==> src/rtl/cdc_burst_buf.sv <==
// rtl/cdc_burst_buf.sv - FIFO stream buffer that drains queued words as bursts of up to BURST words.
// Optional drop statistics (i_stat_clr, ov_drop_cnt) are built when CDC_BURST_STAT_EN is defined.
module cdc_burst_buf #(
   parameter int DW      = 8,
   parameter int AW      = 6,
   parameter int BURST   = 16,
   parameter int TIMEOUT = 32
) (
   input  logic          i_clk,
   input  logic          i_rst_n,
   input  logic [DW-1:0] iv_data,
   input  logic          i_data_wr,
`ifdef CDC_BURST_STAT_EN
   input  logic          i_stat_clr,
   output logic [15:0]   ov_drop_cnt,
`endif
   output logic [DW-1:0] ov_data,
   output logic          o_data_wr,
   output logic          o_overflow,
   output logic [AW:0]   ov_level,
   output logic          o_busy
);

   localparam int DEPTH = 1 << AW;
   localparam int TW    = $clog2(TIMEOUT + 1);
   localparam int BW    = $clog2(BURST + 1);
   localparam logic [AW:0] DEPTH_LVL = (AW+1)'(DEPTH);
   localparam logic [AW:0] BURST_LVL = (AW+1)'(BURST);
   localparam logic [TW-1:0] TMO_MAX = TW'(TIMEOUT);
   localparam logic [BW-1:0] BEAT_LAST = BW'(BURST - 1);

   typedef enum logic [1:0] {S_IDLE, S_BURST, S_GAP} state_t;

   state_t        state, state_next;
   logic [DW-1:0] mem [DEPTH];
   logic [AW-1:0] wr_ptr, rd_ptr;
   logic [TW-1:0] tmo_cnt;
   logic [BW-1:0] beat_cnt;
   logic          full, accept, drop, rd_en, start;

   assign full   = (ov_level == DEPTH_LVL);
   assign accept = i_data_wr & ~full;
   assign drop   = i_data_wr & full;
   assign start  = (ov_level >= BURST_LVL) || ((ov_level != '0) && (tmo_cnt == TMO_MAX));

   always_ff @(posedge i_clk or negedge i_rst_n) begin
      if (!i_rst_n) state <= S_IDLE;
      else          state <= state_next;
   end

   always_comb begin
      state_next = state;
      case (state)
         S_IDLE:  if (start) state_next = S_BURST;
         S_BURST: if ((rd_en && beat_cnt == BEAT_LAST) || ov_level == '0) state_next = S_GAP;
         S_GAP:   state_next = S_IDLE;
         default: state_next = S_IDLE;
      endcase
   end

   always_comb begin
      rd_en  = (state == S_BURST) && (ov_level != '0);
      o_busy = (state != S_IDLE);
   end

   // Storage is not reset; pointers and level alone define which entries are live.
   always_ff @(posedge i_clk) begin
      if (accept) mem[wr_ptr] <= iv_data;
   end

   always_ff @(posedge i_clk or negedge i_rst_n) begin
      if (!i_rst_n) begin
         wr_ptr     <= '0;
         rd_ptr     <= '0;
         ov_level   <= '0;
         ov_data    <= '0;
         o_data_wr  <= 1'b0;
         o_overflow <= 1'b0;
      end else begin
         if (accept) wr_ptr <= wr_ptr + 1'b1;
         if (rd_en)  rd_ptr <= rd_ptr + 1'b1;
         ov_level   <= ov_level + (AW+1)'(accept) - (AW+1)'(rd_en);
         o_overflow <= drop;
         o_data_wr  <= rd_en;
         if (rd_en) ov_data <= mem[rd_ptr];
      end
   end

   always_ff @(posedge i_clk or negedge i_rst_n) begin
      if (!i_rst_n) begin
         tmo_cnt  <= '0;
         beat_cnt <= '0;
      end else if (state == S_IDLE) begin
         beat_cnt <= '0;
         if (start || ov_level == '0)
            tmo_cnt <= '0;
         else if (ov_level < BURST_LVL && tmo_cnt != TMO_MAX)
            tmo_cnt <= tmo_cnt + 1'b1;
      end else begin
         tmo_cnt <= '0;
         if (rd_en) beat_cnt <= beat_cnt + 1'b1;
      end
   end

`ifdef CDC_BURST_STAT_EN
   always_ff @(posedge i_clk or negedge i_rst_n) begin
      if (!i_rst_n)                           ov_drop_cnt <= '0;
      else if (i_stat_clr)                    ov_drop_cnt <= '0;
      else if (drop && ov_drop_cnt != '1)     ov_drop_cnt <= ov_drop_cnt + 1'b1;
   end
`endif

endmodule

==> config.mk <==
export PLATFORM = sky130hd
export DESIGN_NAME = cdc_burst_buf
export DESIGN_NICKNAME = d
export VERILOG_FILES = /design/src/rtl/cdc_burst_buf.sv
export SDC_FILE = /design/constraint.sdc
export NUM_CORES = 1
export LEC_CHECK = 0
export CAP_MARGIN = 10
export CELL_PAD_IN_SITES_DETAIL_PLACEMENT = 2
export CELL_PAD_IN_SITES_GLOBAL_PLACEMENT = 2
export CORE_ASPECT_RATIO = 0.9
export CORE_MARGIN = 1.5
export CORE_UTILIZATION = 44
export CTS_BUF_LIST = sky130_fd_sc_hd__clkbuf_16
export DETAILED_ROUTE_END_ITERATION = 16
export PLACE_DENSITY = 0.86
export SLEW_MARGIN = 20
export SYNTH_ARGS = -nofsm -noshare
export SYNTH_HDL_FRONTEND = slang
export SYNTH_SLANG_ARGS = --single-unit
export TNS_END_PERCENT = 30
==> constraint.sdc <==
create_clock -name i_clk -period 3.25 [get_ports i_clk]
set_clock_uncertainty 0.2 [all_clocks]
set_input_delay 0.325 -clock i_clk [delete_from_list [all_inputs] [get_ports i_clk]]
set_output_delay 0.325 -clock i_clk [all_outputs]
set_load 0.1 [all_outputs]
==> Yosys cells after proc, flatten, opt, wreduce, memory -nomap -nowiden <==
Memory sizes are Yosys's and may differ from the RTL's. A register that Yosys moved wholly into a read port is not among the register bits.
Cells that the tools add are included.
{ "classes": {"n_addsub": 6, "n_mul": 0, "n_div": 0, "magnitude_cmp": 2, "n_eq_ne": 8, "n_shift": 0, "muxes": 10, "n_bitwise": 3, "reduce_logical": 14} }
{ "op_table": {"columns": ["op", "n"], "rows": [
  ["6-bit by 1-bit adder with 6-bit output (second input constant)", 3],
  ["6-bit two-way mux", 3],
  ["5-bit two-way mux", 2],
  ["7-bit by 1-bit adder with 7-bit output", 1],
  ["7-bit equality test (second input constant)", 1],
  ["7-bit by 5-bit greater-or-equal comparator with 1-bit output (second input constant)", 1],
  ["7-bit logical NOT", 1],
  ["7-bit by 5-bit < comparator with 1-bit output (second input constant)", 1],
  ["7-bit nonzero test", 1],
  ["7-bit by 1-bit subtractor with 7-bit output", 1],
  ["6-bit equality test (second input constant)", 1],
  ["6-bit != test (second input constant)", 1],
  ["5-bit by 1-bit adder with 5-bit output (second input constant)", 1],
  ["5-bit by 4-bit equality test with 1-bit output (second input constant)", 1],
  ["1-bit logical AND", 4],
  ["2-bit two-way mux", 2],
  ["2-bit != test (second input constant)", 2],
  ["2-bit one-hot mux with 2 select lines", 1],
  ["2-bit nonzero test", 2],
  ["1-bit logical OR", 3],
  ["3-bit by 1-bit != test with 1-bit output (second input constant)", 1],
  ["1-bit bitwise AND", 2],
  ["2-bit by 1-bit equality test with 1-bit output (second input constant)", 1],
  ["2-bit logical NOT", 1],
  ["4 further kinds", 5]
]} }
{ "totals": {"reg_bits": 34, "latchBits": 0, "mem_bits_rw": 512, "rom_bits": 0, "in_bits": 11, "output_inout_bits": 18, "word_cells": 52, "mem_count": 1} }
{ "mem_list": {"columns": ["memory", "words", "word_bits", "rd", "rd_clocked_by_memory_dff", "wr", "line", "text"], "rows": [
  ["mem", 64, 8, 1, 1, 1, "35", "logic [DW-1:0] mem [DEPTH];"]
]} }

==> Depth between registers and ports, before layout <==
Gate-level depths: netlist of run 1.
{ "logic_depth": {"depth_word": 6, "ltp_mapped": 14, "mapped_depth_nobuf": 14} }

==> Worst setup path after synthesis of run 1 <==
No wires, ideal clock.
{ "synth_path": {"path_kind": "register to register", "start": "register ov_level[5]", "end": "register ov_level[6]", "setup_time_ps": 123, "t_arrival_ps": 3425, "t_required_ps": 2927, "setup_slack_ps": -498, "path_stages_with_launch": 15, "n_path_buf": 0, "period_less_slack_ps": 3748, "cell_sequence": "dfrtp_1 > inv_1 > ha_1 > nor4bb_1 > a21boi_2 > inv_1 > ha_1 > inv_1 > ha_1 > fa_1 > a21oi_1 > o21bai_1 > a21oi_1 > o21bai_1 > xnor2_1"} }
{ "synth_via": {"elab_chain_cells": 5, "elab_cells_between_ends": 7, "cone_classes": "add/sub: 2; eq/ne: 1; bitwise: 2; reduce/logical: 2"} }
{ "synth_rtl": {"columns": ["element", "line", "text"], "rows": [
  ["from (decl)", "20", "output logic [AW:0] ov_level,"],
  ["from (signal assigned)", "82", "ov_level <= ov_level + (AW+1)'(accept) - (AW+1)'(rd_en);"],
  ["7-bit equality test", "41", "assign full = (ov_level == DEPTH_LVL);"],
  ["1-bit inverter", "42", "assign accept = i_data_wr & ~full;"],
  ["1-bit bitwise AND", "42", null],
  ["7-bit by 1-bit adder with 7-bit output", "82", null],
  ["7-bit by 1-bit subtractor with 7-bit output (*)", "82", null]
]} }
Every way passes the cells marked *; elsewhere a longest branch is shown, timed or not.
A chain may end at the register's enable or synchronous reset.

==> impl_results.md, run 1 <==
* Synth Area per Inst at 19.16 µm²
* Count of input and output buffers at 28
* Unique cell type count in the Yosys netlist at 62
* Nets at 1262
* Final number of hold-violating endpoints at 0
* Worst skew pair latency at 0.62 ns
* First-pass GRT wire length at 98150 µm
* FMAX at 304.4 MHz
* Synth top area cells: edfxtp_1, mux4_2, dfrtp_1, mux2i_1, nor2_1
* Grt met3 use at 4.277%
* Vias in the first global route at 12957
* Final period util at 101.1%
* Main flop type after synthesis: edfxtp_1
* Worst hold stages at 1
* Area of the die at 51280 µm²
* DRT Pass-1 Iters at 5
* Routed len/inst at 35.37 µm
* Critical path capture point type: flip-flop
* Antenna-violating nets left at 0
* Root Buffer: clkbuf_16
* Seq/Total Area, Yosys at 74.76%
* Post-DP HPWL at 44030 µm
* H-tree depth at 2
* Clk buf depth at 3
* P_leak at 8.186 nW
* Asr flop ratio synth at 7.581%
* Failing checks: setup timing
* TritonCTS sink count at 554
* Cts bufs inserted at 55
* Worst EP arrival at 3.64 ns
* GR Util met1 at 35.97%
* Outcome: finished with violations
* MaxCap Viol Count at 0
* Die height at 215.0 µm
* Worst slew pin tran at 1.130 ns
* CP required at 3.61 ns
* RSZ-0062 raised after global routing: true
* Hold Path Class: in2reg
* Worst-path clk slew at 0.07 ns
* Max-slew violations at 0
* Top Usage Layer GRT: met2
* Crit Path Max Fanout at 31
* Startpoint Class: flip-flop
* Power Density at 918.0 nW/µm²
* Initial antenna violation count at 0
* Initial core utilization at 44.63%
* Worst vdd ir at 558.4 µV
* Post-Syn Nets at 1176
* GPL Wtd Cong at 0.8108
* FP Rows at 77
* Synth warnings at 0
* WHS at 0.07748 ns
* Setup violators final at 3
* Tmin final at 3.285 ns
* Number of inserted diodes at 0
* Critical path class: reg2reg
* Relative slew slack at 24.64%
* DRC viols at 0
* Setup_tns at -0.06284 ns
* Number of synthesized flops with an enable pin at 512
* Synth Register Bits at 554
* Grt total ovfl at 0
* CTS tree: built
* Layout cells sized above 1 at 24.41%
* GR Util met2 at 45.72%
* Via count at 12058
* Via density at 6.187
* Core area at 49230 µm²
* I/O pin cnt at 29
* Routed WL at 68940 µm
* Largest net degree at the start of global routing at 65
* Die width at 238.5 µm
* Depth of the most critical reg-to-reg path at 6
* Tot GR Track Use at 27.21%
* Setup ws final at -0.03541 ns
* Post-Syn Area at 21970 µm²
* Share of the synthesized area in the top cell type at 69.98%
* Iter 0 DRT Violations at 1276
* Largest area contributor in the netlist: edfxtp_1
* Synthesis-to-finish area growth at 13.59%
* Cells after Synth at 1147
-- through the flow --
stage | worst slack (ns) | total power, W | util [%] | cell area, µm² | instances
6_report | -0.03541 | 0.02291 | 50.69 | 24960 | 1949
3_3_place_gp | 0.05917 | 0.01572 | 46.95 | 23110 | 1844
4_1_cts | -0.09989 | 0.02282 | 50.55 | 24890 | 1947
3_5_place_dp | -0.1566 | 0.01640 | 46.95 | 23110 | 1844
2_1_floorplan | 0.03920 | 0.01378 | - | 21990 | 1147
5_1_grt | -0.09176 | 0.02349 | 50.69 | 24960 | 1949
-- layer usage --
metal  routed length (µm)  share of wire [%]
met1                27210                 39
met2                34600                 50
met3                 4402                6.4
met4                 2717                3.9
met5                    0                  0
-- final cells by class --
class	count	area, µm²
Fill cell	4289	24270
Sequential cell	554	16450
Multi-Input combinational cell	522	5243
Clock buffer	55	1376
Tap cell	671	839.6
Timing Repair Buffer	86	680.7
Clock inverter	47	306.5
Inverter	14	56.30
-- cell usage after synthesis (3+ instances only) --
| cell type | instances |
|---|---|
| edfxtp_1 | 512 |
| mux4_2 | 94 |
| nor2_1 | 94 |
| mux2i_1 | 68 |
| dfrtp_1 | 42 |
| a22oi_1 | 26 |
| nand2_1 | 26 |
| nand3_1 | 23 |
| o22ai_1 | 23 |
| ha_1 | 17 |
| a21oi_1 | 15 |
| buf_2 | 15 |
| clkbuf_1 | 15 |
| inv_1 | 13 |
| o21ai_0 | 11 |
| xnor2_1 | 11 |
| buf_6 | 10 |
| nor2b_1 | 10 |
| xor2_1 | 10 |
| a211oi_1 | 7 |
| buf_4 | 7 |
| a2111oi_0 | 6 |
| nand4_1 | 6 |
| nor3_1 | 6 |
| a221o_1 | 5 |
| a31oi_1 | 5 |
| and2_1 | 5 |
| buf_1 | 5 |
| mux4_1 | 5 |
| nand3b_1 | 4 |
| a211o_1 | 3 |
| a221oi_1 | 3 |
| nand2b_1 | 3 |
| o21bai_1 | 3 |
| or2_2 | 3 |
-- registers in the layout, indices dropped and copies added (netlist names) --
register / flops
o_overflow: 1
ov_data: 8
tmo_cnt: 6
o_data_wr: 1
rd_ptr: 6
beat_cnt: 5
mem: 512
wr_ptr: 6
state: 2
ov_level: 7
-- path summary, 6_finish.rpt --
kind / startpoint / end / slack [ns]
worst max-delay path: rd_ptr[2] / ov_data[7] / -0.04
worst min-delay path: iv_data[5] / mem[36][5] / 0.08
worst max register to register: rd_ptr[2] / ov_data[7] / -0.04
worst min register to register: ov_data[0] / ov_data[0] / 0.34
max in group asynchronous: i_rst_n / rd_ptr[0] / 2.23
min in group asynchronous: i_rst_n / ov_level[4] / 0.10
-- layout by cell type (no fill, tap or decap), types with 22 or more instances in the layout --
master,netlist,final
dfrtp_1,42,33
edfxtp_1,512,512
mux4_2,94,94
mux2i_1,68,68
nor2_2,0,31
a22oi_1,26,26
clkbuf_16,0,55
inv_1,13,22
o22ai_1,23,23
nor2_1,94,63
buf_4,7,74
nand3_1,23,23
nand2_1,26,26
-- kinds of logic (layout without fill, tap and decap cells) --
| kind of cell | after synthesis | after routing | share of synthesized area [%] |
|---|---|---|---|
| AO/OA/AOI/OAI | 117 | 117 | 3.707 |
| XOR/XNOR | 21 | 21 | 0.8371 |
| adder cells (fa/ha/maj) | 18 | 18 | 1.059 |
| buffers and inverters | 71 | 202 | 1.970 |
| flip-flops | 554 | 554 | 74.76 |
| multiplexers | 169 | 169 | 13.43 |
| AND/OR/NAND/NOR | 197 | 197 | 4.231 |
-- report_power, final --
| part | leakage, nW | switching (W) | total, W | internal (W) |
|---|---|---|---|---|
| registers | 5.11 | 0.000668 | 0.00896 | 0.00829 |
| logic | 2.20 | 0.00495 | 0.00776 | 0.00281 |
| clock network | 0.876 | 0.00281 | 0.00619 | 0.00338 |
-- timing repair --
action	CTS	global route
setup endpoints to repair	156	85
pin swaps	1	7
resized for setup	31	14
hold buffers	1	0
setup buffers	0	2
hold endpoints to repair	42	0
-- critical path: stages, from the launching register on --
cell and delay [ns]:
dfrtp_4 0.77, nand3b_1 0.53, o22ai_1 0.47, nor3_1 0.17
a2111oi_1 0.69, buf_4 0.25, a221o_1 0.11
No activity file was read; power rests on OpenSTA's default activity.
==> inputs of run 2 (changes only) <==
RECOVER_POWER = 25   (was default)
==> impl_results.md, run 2 (synthesis results as in run 1) <==
* Outcome: finished with violations
* Failing checks: capacitance limit, slew limit, setup timing
* Depth of the most critical reg-to-reg path at 6
* H-tree depth at 2
* I/O pin cnt at 29
* Via density at 6.184
* Tmin final at 3.277 ns
* Grt total ovfl at 0
* Worst vdd ir at 558.5 µV
* Cell-internal power at 0.01448 W
* Largest registers: mem: 512 flops, ov_data: 8 flops, ov_level: 7 flops
* Power Density at 918.4 nW/µm²
* Clock share of power at 27.0%
* FP Rows at 77
* Largest net degree at the start of global routing at 65
* Setup_tns at -0.04975 ns
* Root Buffer: clkbuf_16
* Setup violators final at 3
* Reg-to-Reg End: ov_data[7]
* Startpoint Class: flip-flop
* Multi-input gate area at 5243 µm²
* Via count at 12052
* Nets at 1262
* Worst skew pair latency at 0.62 ns
* Worst-path clk slew at 0.07 ns
* Die width at 238.5 µm
* Final number of hold-violating endpoints at 0
* Max-slew violations at 287
* Commonest non-fill, non-tap cell in the layout: edfxtp_1
* Post-DP HPWL at 44030 µm
* Non-Filler Instances at 1949
* Area of the die at 51280 µm²
* Comb pwr share at 33.8%
* Switching fraction of total power at 36.80%
* Slowest Stage Delay on Critical Path at 0.77 ns
* Crit Path Max Fanout at 31
* Slowest-stage cell, CP: dfrtp_4
* Die height at 215.0 µm
* Worst Path Buf+Inv at 1
* Core area at 49230 µm²
* Crit path max-delay family: compound AO/OA/AOI/OAI gates
* Crit path to: ov_data[7]
* TritonCTS sink count at 554
* # fillers at 4290
* Setup crit start: rd_ptr[2]
* RSZ-0062 raised after global routing: true
* P_leak at 8.174 nW
* Most frequent cells in the layout: edfxtp_1, mux4_2, buf_4, mux2i_1, nor2_1
* Register Area at 16450 µm²
* Final core utilization at 50.67%
* Critical path capture point type: flip-flop
* Routed len/inst at 35.38 µm
* Net Sw Power at 0.008431 W
* DRC viols at 0
* Iter 0 DRT Violations at 1276
* WHS at 0.09528 ns
* Largest register FFs at 512
* Share of power burned in registers at 39.1%
* Number of inserted diodes at 0
* MaxCap Viol Count at 6
* Routed WL at 68960 µm
* FMAX at 305.2 MHz
* Worst EP arrival at 3.63 ns
* DRT Pass-1 Iters at 6
* CP required at 3.61 ns
* Crit-path cells: nand3b_1 > o22ai_1 > nor3_1 > a2111oi_1 > buf_4 > a221o_1
* Worst slew pin tran at 1.748 ns
* Stages on the worst setup path at 6
* Clk buf depth at 3
* Initial antenna violation count at 0
* Initial core utilization at 44.63%
* Flop2flop setup slack at -0.03 ns
* Largest Register: mem
* Synthesis-to-finish area growth at 13.53%
* Final period util at 100.8%
* Tot GR Track Use at 27.21%
* Place WS at -0.1566 ns
* Layout cells sized above 1 at 24.10%
* Relative slew slack at -16.54%
* Antenna-violating nets left at 0
* CTS tree: built
* DP Cell Count at 1844
* Crit Reg-Reg Startpoint: rd_ptr[2]
* GPL Wtd Cong at 0.8108
* Cts bufs inserted at 55
* Critical path class: reg2reg
* Setup ws final at -0.02690 ns
* First-pass GRT wire length at 98150 µm
* Vias in the first global route at 12957
* Hold Path Class: in2async
* Count of input and output buffers at 28
==> run 2: how the worst min path moves through the flow <==
stage	end	slack, ns
after floorplan	beat_cnt[0]	-0.17
after global placement	beat_cnt[4]	0.29
after detailed placement	beat_cnt[2]	0.31
after CTS	mem[41][5]	0.07
after global routing	ov_level[4]	0.12
final	ov_level[4]	0.1
==> run 2: timing repair <==
| item | in CTS | in global routing |
|---|---|---|
| buffers inserted | 0 | 2 |
| setup endpoints to repair | 156 | 85 |
| resized for setup | 31 | 14 |
| hold endpoints to repair | 42 | 0 |
| pin swaps | 1 | 7 |
| hold buffers | 1 | 0 |
==> run 2: area by class of cell <==
class / count / area share, %
multi-input combinational: 522 / 21.02
tap: 671 / 3.366
sequential: 554 / 65.97
inverter: 14 / 0.2257
timing repair buffer: 86 / 2.679
clock inverter: 47 / 1.229
clock buffer: 55 / 5.518
==> run 2: metrics by stage <==
step           cell area, µm²  total power (W)
3_5_place_dp            23110          0.01640
6_report                24940          0.02291
2_1_floorplan           21990          0.01378
3_3_place_gp            23110          0.01572
4_1_cts                 24890          0.02282
5_1_grt                 24940          0.02349
==> run 2: power groups by stage <==
stage	Clock, W	Sequential (W)	Combinational (W)
after floorplan	0	0.00934	0.00445
after global placement	0	0.00894	0.00678
after detailed placement	0	0.00904	0.00736
after CTS	0.00627	0.00893	0.00762
after global routing	0.00647	0.00898	0.00804
final	0.00619	0.00897	0.00775
==> run 2: per-layer routing <==
layer  track usage, %  vias to the layer above  part of all wire, %
met5                0                        -                    0
li1                 -                     4807                    -
met2            45.72                      589                   50
met1            35.97                     6502                   40
met3            4.277                      154                  6.3
met4            9.937                        0                  3.9
==> inputs of run 3 (changes only) <==
CORE_MARGIN = 2   (was 1.5)
CTS_CLUSTER_SIZE = 40   (was default)
==> impl_results.md, run 3 (synthesis results as in run 1) <==
* CP required at 3.55 ns
* Tmin final at 3.188 ns
* Tot GR Track Use at 27.56%
* Via density at 6.110
* Power Density at 917.7 nW/µm²
* Critical path class: reg2reg
* Clk buf depth at 3
* TritonCTS sink count at 554
* Relative slew slack at -22.25%
* Most frequent cells in the layout: edfxtp_1, mux4_2, buf_4, mux2i_1, nor2_1
* Outcome: finished with violations
* Critical path capture point type: flip-flop
* Hold Path Class: in2async
* FP Rows at 77
* Commonest non-fill, non-tap cell in the layout: edfxtp_1
* Non-Filler Instances at 1959
* Grt total ovfl at 0
* Worst vdd ir at 482.0 µV
* Die width at 239.5 µm
* I/O pin cnt at 29
* Max-slew violations at 290
* Largest Register: mem
* Crit Path Max Fanout at 28
* Initial antenna violation count at 0
* Count of input and output buffers at 28
* Worst skew pair latency at 0.64 ns
* Cts bufs inserted at 55
* Area of the die at 51740 µm²
* Flop2flop setup slack at 0.06 ns
* Depth of the most critical reg-to-reg path at 6
* Routed WL at 69500 µm
* Final period util at 98.11%
* Setup violators final at 0
* Startpoint Class: flip-flop
* Final core utilization at 50.98%
* CTS tree: built
* Largest register FFs at 512
* WHS at 0.06834 ns
* DP Cell Count at 1850
* Core area at 49230 µm²
* H-tree depth at 2
* Worst EP arrival at 3.49 ns
* Largest net degree at the start of global routing at 65
* Final number of hold-violating endpoints at 0
* Largest registers: mem: 512 flops, ov_data: 8 flops, ov_level: 7 flops
* RSZ-0062 raised after global routing: true
* Die height at 216.0 µm
* Final Power at 0.02304 W
* MaxCap Viol Count at 5
* First-pass GRT wire length at 100400 µm
* Worst-path clk slew at 0.07 ns
* Number of inserted diodes at 0
* Iter 0 DRT Violations at 1252
* P_leak at 8.271 nW
* Synthesis-to-finish area growth at 14.24%
* Via count at 11969
* DRC viols at 0
* Antenna-violating nets left at 0
* Initial core utilization at 44.63%
* Root Buffer: clkbuf_16
* DRT Pass-1 Iters at 5
* Failing checks: capacitance limit, slew limit
* GPL Wtd Cong at 0.8697
* Post-DP HPWL at 44250 µm
* FMAX at 313.6 MHz
* Nets at 1271
* Vias in the first global route at 13186
* Layout cells sized above 1 at 24.38%
* Worst slew pin tran at 1.834 ns
* Routed len/inst at 35.48 µm
[run 3: changes by cell type in the layout (fill, tap and decap cells not counted), sizes merged]
cell / before / now
buf: 75 / 81
dlygate4sd3: 1 / 4
clkinv: 29 / 30
[run 3: worst max-delay path, stage by stage, from the launching register on]
cell and delay (ns):
dfrtp_4 0.79, nand3b_1 0.48, o22ai_1 0.20, nor3_1 0.67, a2111oi_2 0.22, buf_4 0.21, a221o_1 0.27
[run 3: area by class of cell]
class                           count  area, µm²
Tap cell                          671      839.6
Multi-Input combinational cell    522       5226
Timing Repair Buffer               95      792.0
Clock buffer                       55       1376
Inverter                           14      53.80
Fill cell                        4324      24130
Clock inverter                     48      357.8
Sequential cell                   554      16450
[run 3: repair_timing]
action | in CTS | in global routing
resized for setup | 20 | 16
setup endpoints to repair | 139 | 86
pin swaps | 0 | 1
hold buffers | 3 | 1
endpoints found under the hold margin | 58 | 3
setup buffers | 0 | 1
[run 3: where the power goes]
group / internal [W] / switching (W) / leakage [nW] / total, W
clock: 0.00341 / 0.00288 / 0.907 / 0.00629
sequential: 0.00830 / 0.000708 / 5.11 / 0.00900
combinational: 0.00284 / 0.00490 / 2.25 / 0.00774
[run 3: metrics by stage]
stage               instance area [µm²]  setup slack (ns)  TNS (ns)
global placement                  23190            0.2291         0
floorplan                         21990           0.03920         0
detailed placement                23210           -0.1580    -7.052
CTS                               25020          -0.05074   -0.1360
global route                      25100           -0.1009   -0.1009
finish                            25100           0.06152         0
[run 3: path summary, 6_finish.rpt]
path / startpoint / end
worst max-delay path: rd_ptr[1] / ov_data[4]
worst min-delay path: i_rst_n / ov_level[6]
worst max register to register: rd_ptr[1] / ov_data[4]
worst min register to register: beat_cnt[2] / beat_cnt[2]
max in group asynchronous: i_rst_n / rd_ptr[0]
min in group i_clk: i_data_wr / o_overflow
[run 3: layer usage]
| metal | up-vias | GRT usage [%] | wire [µm] |
|---|---|---|---|
| li1 | 4830 | - | - |
| met1 | 6432 | 35.89 | 27370 |
| met2 | 553 | 45.20 | 34230 |
| met3 | 154 | 5.897 | 4882 |
| met4 | 0 | 11.23 | 3013 |
| met5 | - | 0 | 0 |
